--- src/rtl/pipe_stage_buf.sv ---
// pipe_stage_buf: generic valid/ready pipeline stage buffer.
// Holds up to DEPTH entries of a DATA_W-wide payload in a circular store.
// in_ready is decoded from the registered occupancy only, so there is no
// combinational path from out_ready to in_ready. Nothing from the input side
// reaches the outputs in the same cycle. When empty, out_data is forced to
// zero, so an empty stage looks like a nop bubble downstream. flush empties
// the buffer at a clock edge and wins over any push or pop in that cycle.
// Optional feature: define PIPE_STAGE_DBG_PC_EN to carry a 32-bit PC tag
// (in_pc/out_pc) alongside every entry.
module pipe_stage_buf #(
    parameter  int DATA_W = 32,
    parameter  int DEPTH  = 2,
    localparam int CNT_W  = $clog2(DEPTH + 1)
) (
    input  logic              clk,
    input  logic              rst,
    input  logic              flush,
    input  logic              in_valid,
    output logic              in_ready,
    input  logic [DATA_W-1:0] in_data,
`ifdef PIPE_STAGE_DBG_PC_EN
    input  logic [31:0]       in_pc,
    output logic [31:0]       out_pc,
`endif
    output logic              out_valid,
    input  logic              out_ready,
    output logic [DATA_W-1:0] out_data,
    output logic [CNT_W-1:0]  count
);

    localparam int PTR_W = $clog2(DEPTH);

    logic [DATA_W-1:0] mem_r [DEPTH];
`ifdef PIPE_STAGE_DBG_PC_EN
    logic [31:0]       pc_mem_r [DEPTH];
`endif
    logic [PTR_W-1:0]  wr_ptr_r;
    logic [PTR_W-1:0]  rd_ptr_r;
    logic [CNT_W-1:0]  count_r;

    logic [PTR_W-1:0]  wr_ptr_nxt_s;
    logic [PTR_W-1:0]  rd_ptr_nxt_s;
    logic [CNT_W-1:0]  count_nxt_s;
    logic              push_s;
    logic              pop_s;
    logic              empty_s;

    // Advance a circular pointer; DEPTH need not be a power of two, so wrap
    // by explicit compare against the last slot.
    function automatic logic [PTR_W-1:0] ptr_inc(input logic [PTR_W-1:0] ptr);
        logic [PTR_W-1:0] res;
        if (ptr == PTR_W'(DEPTH - 1)) begin
            res = {PTR_W{1'b0}};
        end else begin
            res = ptr + PTR_W'(1);
        end
        return res;
    endfunction

    assign empty_s   = (count_r == {CNT_W{1'b0}});
    assign in_ready  = (count_r != CNT_W'(DEPTH));
    assign out_valid = !empty_s;
    assign push_s    = in_valid & in_ready;
    assign pop_s     = out_valid & out_ready;
    assign count     = count_r;

    // Head payload, masked to zero while empty so stale storage never leaks.
    always_comb begin
        out_data = {DATA_W{1'b0}};
        if (!empty_s) begin
            out_data = mem_r[rd_ptr_r];
        end else begin
            out_data = {DATA_W{1'b0}};
        end
    end

`ifdef PIPE_STAGE_DBG_PC_EN
    // Head PC tag, masked the same way as the payload.
    always_comb begin
        out_pc = 32'h0000_0000;
        if (!empty_s) begin
            out_pc = pc_mem_r[rd_ptr_r];
        end else begin
            out_pc = 32'h0000_0000;
        end
    end
`endif

    // Next pointer/occupancy values; flush overrides push and pop.
    always_comb begin
        wr_ptr_nxt_s = wr_ptr_r;
        rd_ptr_nxt_s = rd_ptr_r;
        count_nxt_s  = count_r;
        if (flush) begin
            wr_ptr_nxt_s = {PTR_W{1'b0}};
            rd_ptr_nxt_s = {PTR_W{1'b0}};
            count_nxt_s  = {CNT_W{1'b0}};
        end else begin
            if (push_s) begin
                wr_ptr_nxt_s = ptr_inc(wr_ptr_r);
            end else begin
                wr_ptr_nxt_s = wr_ptr_r;
            end
            if (pop_s) begin
                rd_ptr_nxt_s = ptr_inc(rd_ptr_r);
            end else begin
                rd_ptr_nxt_s = rd_ptr_r;
            end
            case ({push_s, pop_s})
                2'b10:   count_nxt_s = count_r + CNT_W'(1);
                2'b01:   count_nxt_s = count_r - CNT_W'(1);
                default: count_nxt_s = count_r;
            endcase
        end
    end

    // Pointer and occupancy registers.
    always_ff @(posedge clk or negedge rst) begin
        if (!rst) begin
            wr_ptr_r <= {PTR_W{1'b0}};
            rd_ptr_r <= {PTR_W{1'b0}};
            count_r  <= {CNT_W{1'b0}};
        end else begin
            wr_ptr_r <= wr_ptr_nxt_s;
            rd_ptr_r <= rd_ptr_nxt_s;
            count_r  <= count_nxt_s;
        end
    end

    // Entry storage; written on an accepted push unless the cycle is flushed.
    always_ff @(posedge clk or negedge rst) begin
        if (!rst) begin
            for (int i = 0; i < DEPTH; i++) begin
                mem_r[i] <= {DATA_W{1'b0}};
`ifdef PIPE_STAGE_DBG_PC_EN
                pc_mem_r[i] <= 32'h0000_0000;
`endif
            end
        end else if (push_s && !flush) begin
            mem_r[wr_ptr_r] <= in_data;
`ifdef PIPE_STAGE_DBG_PC_EN
            pc_mem_r[wr_ptr_r] <= in_pc;
`endif
        end
    end

endmodule

--- config.mk ---
export PLATFORM = sky130hd
export DESIGN_NAME = pipe_stage_buf
export DESIGN_NICKNAME = d
export VERILOG_FILES = /design/src/rtl/pipe_stage_buf.sv
export SDC_FILE = /design/constraint.sdc
export NUM_CORES = 1
export LEC_CHECK = 0
export ABC_CLOCK_PERIOD_IN_PS = 3400
export BUFFER_PORTS_ARGS = -buffer_cell sky130_fd_sc_hd__buf_2
export CAP_MARGIN = 25
export CORE_MARGIN = 4
export CORE_UTILIZATION = 52
export CTS_CLUSTER_SIZE = 30
export DETAILED_ROUTE_END_ITERATION = 6
export MAX_ROUTING_LAYER = met4
export PLACE_DENSITY = 0.78
export SYNTH_ARGS = -nofsm -noshare
export SYNTH_HDL_FRONTEND = slang
export SYNTH_SLANG_ARGS = --single-unit
--- constraint.sdc ---
create_clock -name clk -period 3.4 [get_ports clk]
set_input_delay 0.51 -clock clk [delete_from_list [all_inputs] [get_ports clk]]
set_output_delay 0.51 -clock clk [all_outputs]
set_load 0.02 [all_outputs]
==> run metrics, run 1 <==
synth-to-layout area growth 19.15%; number of antenna repair diodes 0; cell type with the highest aggregate area in the netlist dfrtp_1; synth top area cells dfrtp_1, mux2_2, mux2i_1; CTS tree yes; switching share of power 0.2825; number of H-tree levels 3; busiest metal layer after global routing met2; drt total wl 6108 um; max-cap check violation count 0; sequential cell area fraction in the yosys report 0.5482; hold_ws 223.2 ps; floorplan die height 85.27 um; share of synthesized flip-flops with an asynchronous set or reset 1.000; count of input and output buffers 72; number of top-level design ports 73; worst endpoint required time 2890 ps; final core area utilization 0.6556; Primary FF master, synth dfrtp_1; Setup TNS Final 0 ps; Worst Setup Start Kind flop; setup slack of the worst register-to-register path 1300 ps; largest stage delay on the critical path 660 ps; endpoint of the most critical register-to-register path mem_r[23]; part of the total power dissipated in the clock network 0.272; CTS Buffer Depth 2; count of different cell masters after synthesis 23; Comb power frac 0.227; worst-case clock skew 5.745 ps; warnings from Yosys 0; start of the worst register-to-register path count[1]; floorplan core area 0.005642 sq mm; insertion delay of the later-clocked pin in the worst-skew pair 340 ps; unrepaired setup endpoints after global routing false; post-detailed-route DRC marker count 0; most frequent cell after synthesis dfrtp_1; slowest stage cell on the critical path nor2_2; Cell Rows 27; Final Hold Vio Count 0; Slew Limit Fails 0; half-perimeter wire length of the detailed placement result 4276 um; gr usage total 0.1884; outcome finished clean; area of placed instances 0.003517 sq mm; leading cell types by count after synthesis dfrtp_1, mux2_2, nor2_1; via count 2012; biggest fanout along the worst timing path 18; upper clock frequency limit 388.1 MHz; starting density of the core 0.5502; DRC violation total after the first TritonRoute iteration 96; Design Power 2219 uW; Root Driver clkbuf_8; class of the tightest hold or removal check in2async; Final setup violation count 0; initial antenna violation count 0; switching power total 626.7 uW; maximum VDD drop 0.3524 mV; Die X 85.27 um; met2 usage in global routing 0.2888; GR met1 Demand/Resource 0.2360; cell-by-cell listing of the critical path nor2_2, buf_4, nor2_1, buf_2; family with the most delay on the worst path simple AND/OR/NAND/NOR gates; leakage power of the design 0.001717 uW; layout net count 344; logic depth of the worst path, buffers included 4; number of gates resized after cts 0; critical path endpoint category primary output; Worst Tran Pin Value 792.8 ps; worst-case headroom to the max-slew limit 0.4709; Routed Antenna Nets 0; syn_area_per_cell 13.44 sq um; Storage cell area 0.001703 sq mm; die area 0.007270 sq mm; number of post-CTS setup repair buffers 0; post-synth design cell area 0.003104 sq mm; wire length of the first global-routing pass 10340 um; Global Route met3 Usage 0.04272; Yosys top cell area share 0.5482; mean routed wirelength per cell 15.91 um; DR pass1 iterations 4; final cycle utilization of the critical path 0.7579; routed via count divided by cell count 5.240; cell area power density 599.9 mW/mm^2; Data arrival, critical path 2070 ps; Flop pwr share 0.501; number of synthesized flops with an enable pin 0; number of global-route vias before repair 2174; clock-pin slew on the worst setup and hold paths 70 ps; worst setup path class reg2out; cell-internal power 1592 uW; ratio of cells with drive above 1 in the final layout 0.5032; post-route cell area 0.003699 sq mm; global route total overflow 0; number of instances in the synthesized netlist 231; total of hold buffers inserted after clock tree synthesis 0; flip-flop and latch count after synthesis 68; fillers 461; area of the multi-input gates 0.001308 sq mm; cells on worst reg2reg path 5; number of clock sinks seen by CTS 68; net count after synthesis 268; Crit path buffers/inverters 2; final weighted congestion in routability-driven placement 0.8498; maximum number of pins on one net before global-route repair 38; number of CTS-inserted buffers 9; clock period minus final worst setup slack 2577 ps
-- worst reg2reg max path: stages (launching register included) --
cell	delay, ps
dfrtp_1	470
nor2b_2	300
inv_1	130
nand4b_2	310
buf_4	380
mux2_2	390
-- layer usage --
metal | up-vias | share of wire
met5 | - | 0
met4 | 0 | 0.021
li1 | 960 | -
met3 | 13 | 0.057
met2 | 52 | 0.46
met1 | 987 | 0.46
-- layout by cell type (no fill, tap or decap) --
master    count
mux2_2       59
o21ai_0       2
o211ai_1      1
nand3b_1      1
inv_2         1
dfrtp_1      67
clkbuf_1      3
a21oi_1       4
nor3b_1       1
inv_1         2
a21o_1        1
mux2_1        5
nand4b_2      1
nor2_1       33
mux2i_1      33
buf_2        72
or2_2         1
or3_1         1
dfrtp_2       1
nor4_4        1
clkinv_2      1
clkbuf_8     12
buf_4         6
nor2b_2       1
nor2_2        1
xor2_1        1
-- cell type report --
cell class / count / area share
Clock buffer: 15 / 0.04770
Clock inverter: 1 / 0.001353
Inverter: 3 / 0.003045
Multi-Input combinational cell: 147 / 0.3535
Sequential cell: 68 / 0.4604
Tap cell: 72 / 0.02436
Timing Repair Buffer: 78 / 0.1096
-- cells by family (layout without fill, tap and decap cells) --
| family | after synthesis | in the layout | share of synthesized area |
|---|---|---|---|
| AOI/OAI and AO/OA | 8 | 8 | 0.01451 |
| xor gates and xnor gates | 1 | 1 | 0.002822 |
| buffers and inverters | 16 | 97 | 0.03143 |
| DFF | 68 | 68 | 0.5482 |
| muxes | 97 | 97 | 0.3386 |
| and+or+nand+nor | 41 | 41 | 0.06449 |
-- worst max-delay path by stage --
| stage | startpoint | end |
|---|---|---|
| 3_5_place_dp | count[0] | out_data[5] |
| 2_1_floorplan | count[1] | mem_r[21] |
| 6_report | count[0] | out_data[5] |
| 3_3_place_gp | count[0] | out_data[5] |
| 5_1_grt | count[0] | out_data[5] |
| 4_1_cts | count[0] | out_data[5] |
-- stage by stage --
stage | instances | worst slack, ps
final | 384 | 823.1
after detailed placement | 368 | 1175
after global routing | 384 | 683.1
after global placement | 368 | 1174
after floorplan | 231 | 1641
after CTS | 384 | 788.5
-- power groups by stage --
stage	registers [uW]	logic [uW]	clock network [uW]
CTS	1110	512	621
detailed placement	1130	510	0
floorplan	1090	384	0
global placement	1110	495	0
finish	1110	503	605
global route	1140	558	659
-- registers in the layout (all words and copies together) (netlist names) --
| name | count |
|---|---|
| count | 2 |
| mem_r | 64 |
| rd_ptr_r | 1 |
| wr_ptr_r | 1 |
Note: power is estimated with default switching activity, not from simulation.
==> run 2, diff against run 1 <==
==> config.mk (replaced) <==
export PLATFORM = sky130hd
export DESIGN_NAME = pipe_stage_buf
export DESIGN_NICKNAME = d
export VERILOG_FILES = /design/src/rtl/pipe_stage_buf.sv
export SDC_FILE = /design/constraint.sdc
export NUM_CORES = 1
export LEC_CHECK = 0
export ABC_CLOCK_PERIOD_IN_PS = 2300
export BUFFER_PORTS_ARGS = -buffer_cell sky130_fd_sc_hd__buf_2
export CAP_MARGIN = 25
export CORE_MARGIN = 4
export CORE_UTILIZATION = 48
export CTS_CLUSTER_SIZE = 30
export DETAILED_ROUTE_END_ITERATION = 6
export MAX_ROUTING_LAYER = met4
export PLACE_DENSITY = 0.75
export SYNTH_ARGS = -nofsm -noshare
export SYNTH_HDL_FRONTEND = slang
export SYNTH_SLANG_ARGS = --single-unit
==> constraint.sdc (replaced) <==
create_clock -name clk -period 2.3 [get_ports clk]
set_input_delay 0.345 -clock clk [delete_from_list [all_inputs] [get_ports clk]]
set_output_delay 0.345 -clock clk [all_outputs]
set_load 0.02 [all_outputs]
==> run metrics, run 2 (synthesis gave the netlist of run 1 again) <==
outcome finished clean; total of hold buffers inserted after clock tree synthesis 1; area of placed instances 0.003598 sq mm; commonest cells after routing, fill and taps aside buf_2, dfrtp_1, mux2_2, mux2i_1, nor2_1; Worst Setup Start Kind flop; worst setup path class reg2out; floorplan die height 88.42 um; clock-pin slew on the worst setup and hold paths 60 ps; Setup TNS Final 0 ps; cell area power density 882.4 mW/mm^2; final core area utilization 0.6033; insertion delay of the later-clocked pin in the worst-skew pair 340 ps; Data arrival, critical path 1620 ps; number of top-level design ports 73; worst-case headroom to the max-slew limit 0.6538; endpoint of the most critical register-to-register path mem_r[49]; upper clock frequency limit 508.6 MHz; final cycle utilization of the critical path 0.8548; number of flip-flops under the largest register name 64; leading cell type in the layout, fill and taps excluded buf_2; setup slack of the worst register-to-register path 480 ps; max-cap check violation count 0; die area 0.007818 sq mm; routed via count divided by cell count 5.223; Cell Rows 29; maximum VDD drop 0.4086 mV; DRC violation total after the first TritonRoute iteration 94; layout net count 350; class of the tightest hold or removal check in2reg; WHS Path Cells 2; Die X 88.42 um; floorplan core area 0.006314 sq mm; Root Driver clkbuf_8; clock period minus final worst setup slack 1966 ps; via count 2063; worst-case clock skew 8.949 ps; mean routed wirelength per cell 15.32 um; number of gates resized after cts 0; number of post-CTS setup repair buffers 0; hold_sp in_data[5]; number of CTS-inserted buffers 9; initial antenna violation count 0; Final setup violation count 0; synth-to-layout area growth 22.69%; DR pass1 iterations 4; number of clock sinks seen by CTS 68; endpoint of the worst hold path mem_r[37]; maximum number of pins on one net before global-route repair 34; Final Hold Vio Count 0; half-perimeter wire length of the detailed placement result 4286 um; cells on worst reg2reg path 4; number of antenna repair diodes 0; starting density of the core 0.4917; biggest fanout along the worst timing path 11; wire length of the first global-routing pass 9839 um; Biggest register mem_r; number of H-tree levels 3; gr usage total 0.1736; number of global-route vias before repair 2069; drt total wl 6050 um; CTS tree yes; post-detailed-route DRC marker count 0; global route total overflow 0; CTS Buffer Depth 2; leakage power of the design 0.001766 uW; count of input and output buffers 72; ratio of cells with drive above 1 in the final layout 0.5126; Slew Limit Fails 0; start of the worst register-to-register path count[1]; Routed Antenna Nets 0; worst endpoint required time 1960 ps; unrepaired setup endpoints after global routing false; critical path endpoint category primary output; Worst Tran Pin Value 515.4 ps; final weighted congestion in routability-driven placement 0.8012; post-route cell area 0.003809 sq mm
run 2: where the power goes:
group | internal [uW] | total [uW] | leakage, uW | switching [uW]
Sequential | 1480 | 1630 | 0.000813 | 150
Combinational | 409 | 773 | 0.000849 | 364
Clock | 541 | 955 | 0.000103 | 414
run 2: per-stage QoR:
| stage | total power (uW) | setup slack (ps) | hold slack, ps | instances |
|---|---|---|---|---|
| after floorplan | 2172 | 541.2 | 49.41 | 231 |
| after global placement | 2405 | 505.7 | 335.0 | 378 |
| after global routing | 3569 | 234.7 | 233.2 | 395 |
| after CTS | 3410 | 287.3 | 227.3 | 395 |
| after detailed placement | 2441 | 461.2 | 343.3 | 378 |
| final | 3361 | 333.9 | 241.5 | 395 |
run 2: worst max path at each step:
stage | startpoint | endpoint | slack [ps]
finish | rd_ptr_r | out_data[17] | 330
global route | rd_ptr_r | out_data[15] | 230
detailed placement | in_valid | mem_r[49] | 460
CTS | rd_ptr_r | out_data[15] | 290
global placement | in_valid | mem_r[50] | 510
floorplan | count[1] | mem_r[21] | 540
run 2: area by class of cell:
class / count / area (sq um)
clock buffers: 16 / 200.2
inverters: 3 / 11.26
repair buffers: 84 / 490.5
well taps: 77 / 96.34
flip-flops and latches: 68 / 1703
fillers: 544 / 2505
multi-input cells: 147 / 1308
run 2: routing by layer:
metal  up-vias  global-route usage  share of wire
met5         -                   -              0
met4         0             0.08242          0.015
met3        10             0.03166          0.053
met2        61              0.2508           0.45
met1      1019              0.2372           0.48
li1        973                   -              -
run 2: critical path: stages (launching register included):
cell     delay, ps
dfrtp_2        580
buf_4          260
mux2i_1        230
nor2_1          60
buf_2          150
==> run 3, diff against run 2 <==
--- a/config.mk
+++ b/config.mk
@@ -8,6 +8,7 @@
 export ABC_CLOCK_PERIOD_IN_PS = 2300
 export BUFFER_PORTS_ARGS = -buffer_cell sky130_fd_sc_hd__buf_2
 export CAP_MARGIN = 25
+export CORE_ASPECT_RATIO = 1.75
 export CORE_MARGIN = 4
 export CORE_UTILIZATION = 48
 export CTS_CLUSTER_SIZE = 30
==> run metrics, run 3 (synthesis gave the netlist of run 1 again) <==
outcome finished clean; number of flip-flops under the largest register name 64; hold_sp in_data[26]; Worst Tran Pin Value 565.1 ps; mean routed wirelength per cell 14.85 um; Root Driver clkbuf_8; biggest fanout along the worst timing path 33; synth-to-layout area growth 21.04%; number of CTS-inserted buffers 9; floorplan die height 114.4 um; insertion delay of the later-clocked pin in the worst-skew pair 330 ps; post-detailed-route DRC marker count 0; Final setup violation count 0; instance count after placement with tap cells included 377; worst endpoint required time 1960 ps; highest metal layer with signal wires met4; CTS Buffer Depth 2; number of gates resized after cts 0; worst setup path class reg2out; Routed Antenna Nets 0; number of top-level design ports 73; cell area power density 875.1 mW/mm^2; half-perimeter wire length of the detailed placement result 3971 um; maximum VDD drop 0.5445 mV; gr usage total 0.1726; total of hold buffers inserted after clock tree synthesis 1; critical path endpoint category primary output; number of H-tree levels 3; global route total overflow 0; die area 0.007869 sq mm; routed via count divided by cell count 5.188; upper clock frequency limit 515.4 MHz; unrepaired setup endpoints after global routing false; endpoint of the worst hold path mem_r[26]; starting density of the core 0.4984; number of post-CTS setup repair buffers 0; Die X 68.79 um; drt total wl 5838 um; number of clock sinks seen by CTS 68; class of the tightest hold or removal check in2reg; amount of wire on met2 after detailed routing 3098 um; endpoint of the most critical register-to-register path mem_r[18]; number of antenna repair diodes 0; Worst Setup Start Kind flop; max-cap check violation count 0; CTS tree yes; initial antenna violation count 0; number of global-route vias before repair 2139; hold_ws 243.0 ps; Design Power 3288 uW; final weighted congestion in routability-driven placement 0.7323; Biggest register mem_r; count of input and output buffers 72; Setup TNS Final 0 ps; commonest cells after routing, fill and taps aside buf_2, dfrtp_1, mux2_2, mux2i_1, nor2_1; routed metal-1 wirelength 2334 um; WHS Path Cells 2; final cycle utilization of the critical path 0.8435; setup slack of the worst register-to-register path 580 ps; met3 layer wire length in the routed design 296 um; wire length of the first global-routing pass 9632 um; fillers 532; area of the multi-input gates 0.001308 sq mm; start of the worst register-to-register path count[1]; Storage cell area 0.001703 sq mm; leading cell type in the layout, fill and taps excluded buf_2; layout net count 346; non-filler cells in the finished layout 393; DR pass1 iterations 4; Final Hold Vio Count 0; leakage power of the design 0.001740 uW; Slew Limit Fails 0; worst-case clock skew 6.039 ps; clock-pin slew on the worst setup and hold paths 70 ps; Data arrival, critical path 1600 ps; via count 2039; DRC violation total after the first TritonRoute iteration 106; clock period minus final worst setup slack 1940 ps; maximum number of pins on one net before global-route repair 34; cells on worst reg2reg path 5; Cell Rows 38; worst-case headroom to the max-slew limit 0.6233; ratio of cells with drive above 1 in the final layout 0.5080; floorplan core area 0.006228 sq mm
==> run 3: changes by cell type in the layout (fill, tap and decap cells not counted) <==
cell,delta
clkbuf_1,-1
clkbuf_8,-1
buf_4,-3
clkinv_2,+1
buf_12,-1
==> run 3: power by group <==
part / switching [uW] / internal (uW)
Combinational: 366 / 399
Sequential: 140 / 1480
Clock: 398 / 502
Total: 905 / 2380
==> run 3: metal layers <==
layer	vias up	GRT usage
li1	954	-
met1	1032	0.1895
met2	45	0.2840
met3	8	0.04420
met4	0	0.08203
met5	-	-
==> run 3: worst max-delay path, stage by stage, from the launching register on <==
cell and delay [ps]:
dfrtp_1 460, nor2_2 130, buf_4 370, nor2_1 120
buf_2 180
==> run 3: layout make-up <==
class / instances / area share
Multi-Input combinational cell: 147 / 0.3480
Clock buffer: 14 / 0.04862
Inverter: 3 / 0.002997
Timing Repair Buffer: 80 / 0.1192
Clock inverter: 1 / 0.001332
Sequential cell: 68 / 0.4532
Tap cell: 80 / 0.02664
==> run 3: worst max path at each step <==
stage                              to  slack, ps     start  cells after the start
after floorplan             mem_r[21]        540  count[1]                      5
after global placement       mem_r[2]        630  count[1]                      5
after detailed placement    mem_r[18]        590  count[1]                      5
after CTS                 out_data[2]        320  count[0]                      4
after global routing      out_data[1]        240  count[0]                      4
final                     out_data[2]        360  count[0]                      4
==> run 3: through the flow <==
| step | setup slack, ps | area [sq um] | utilization |
|---|---|---|---|
| global route | 237.2 | 3757 | 0.6033 |
| finish | 359.9 | 3757 | 0.6033 |
| floorplan | 541.2 | 3104 | - |
| CTS | 318.8 | 3757 | 0.6033 |
| detailed placement | 593.8 | 3560 | 0.5715 |
| global placement | 630.8 | 3560 | 0.5715 |
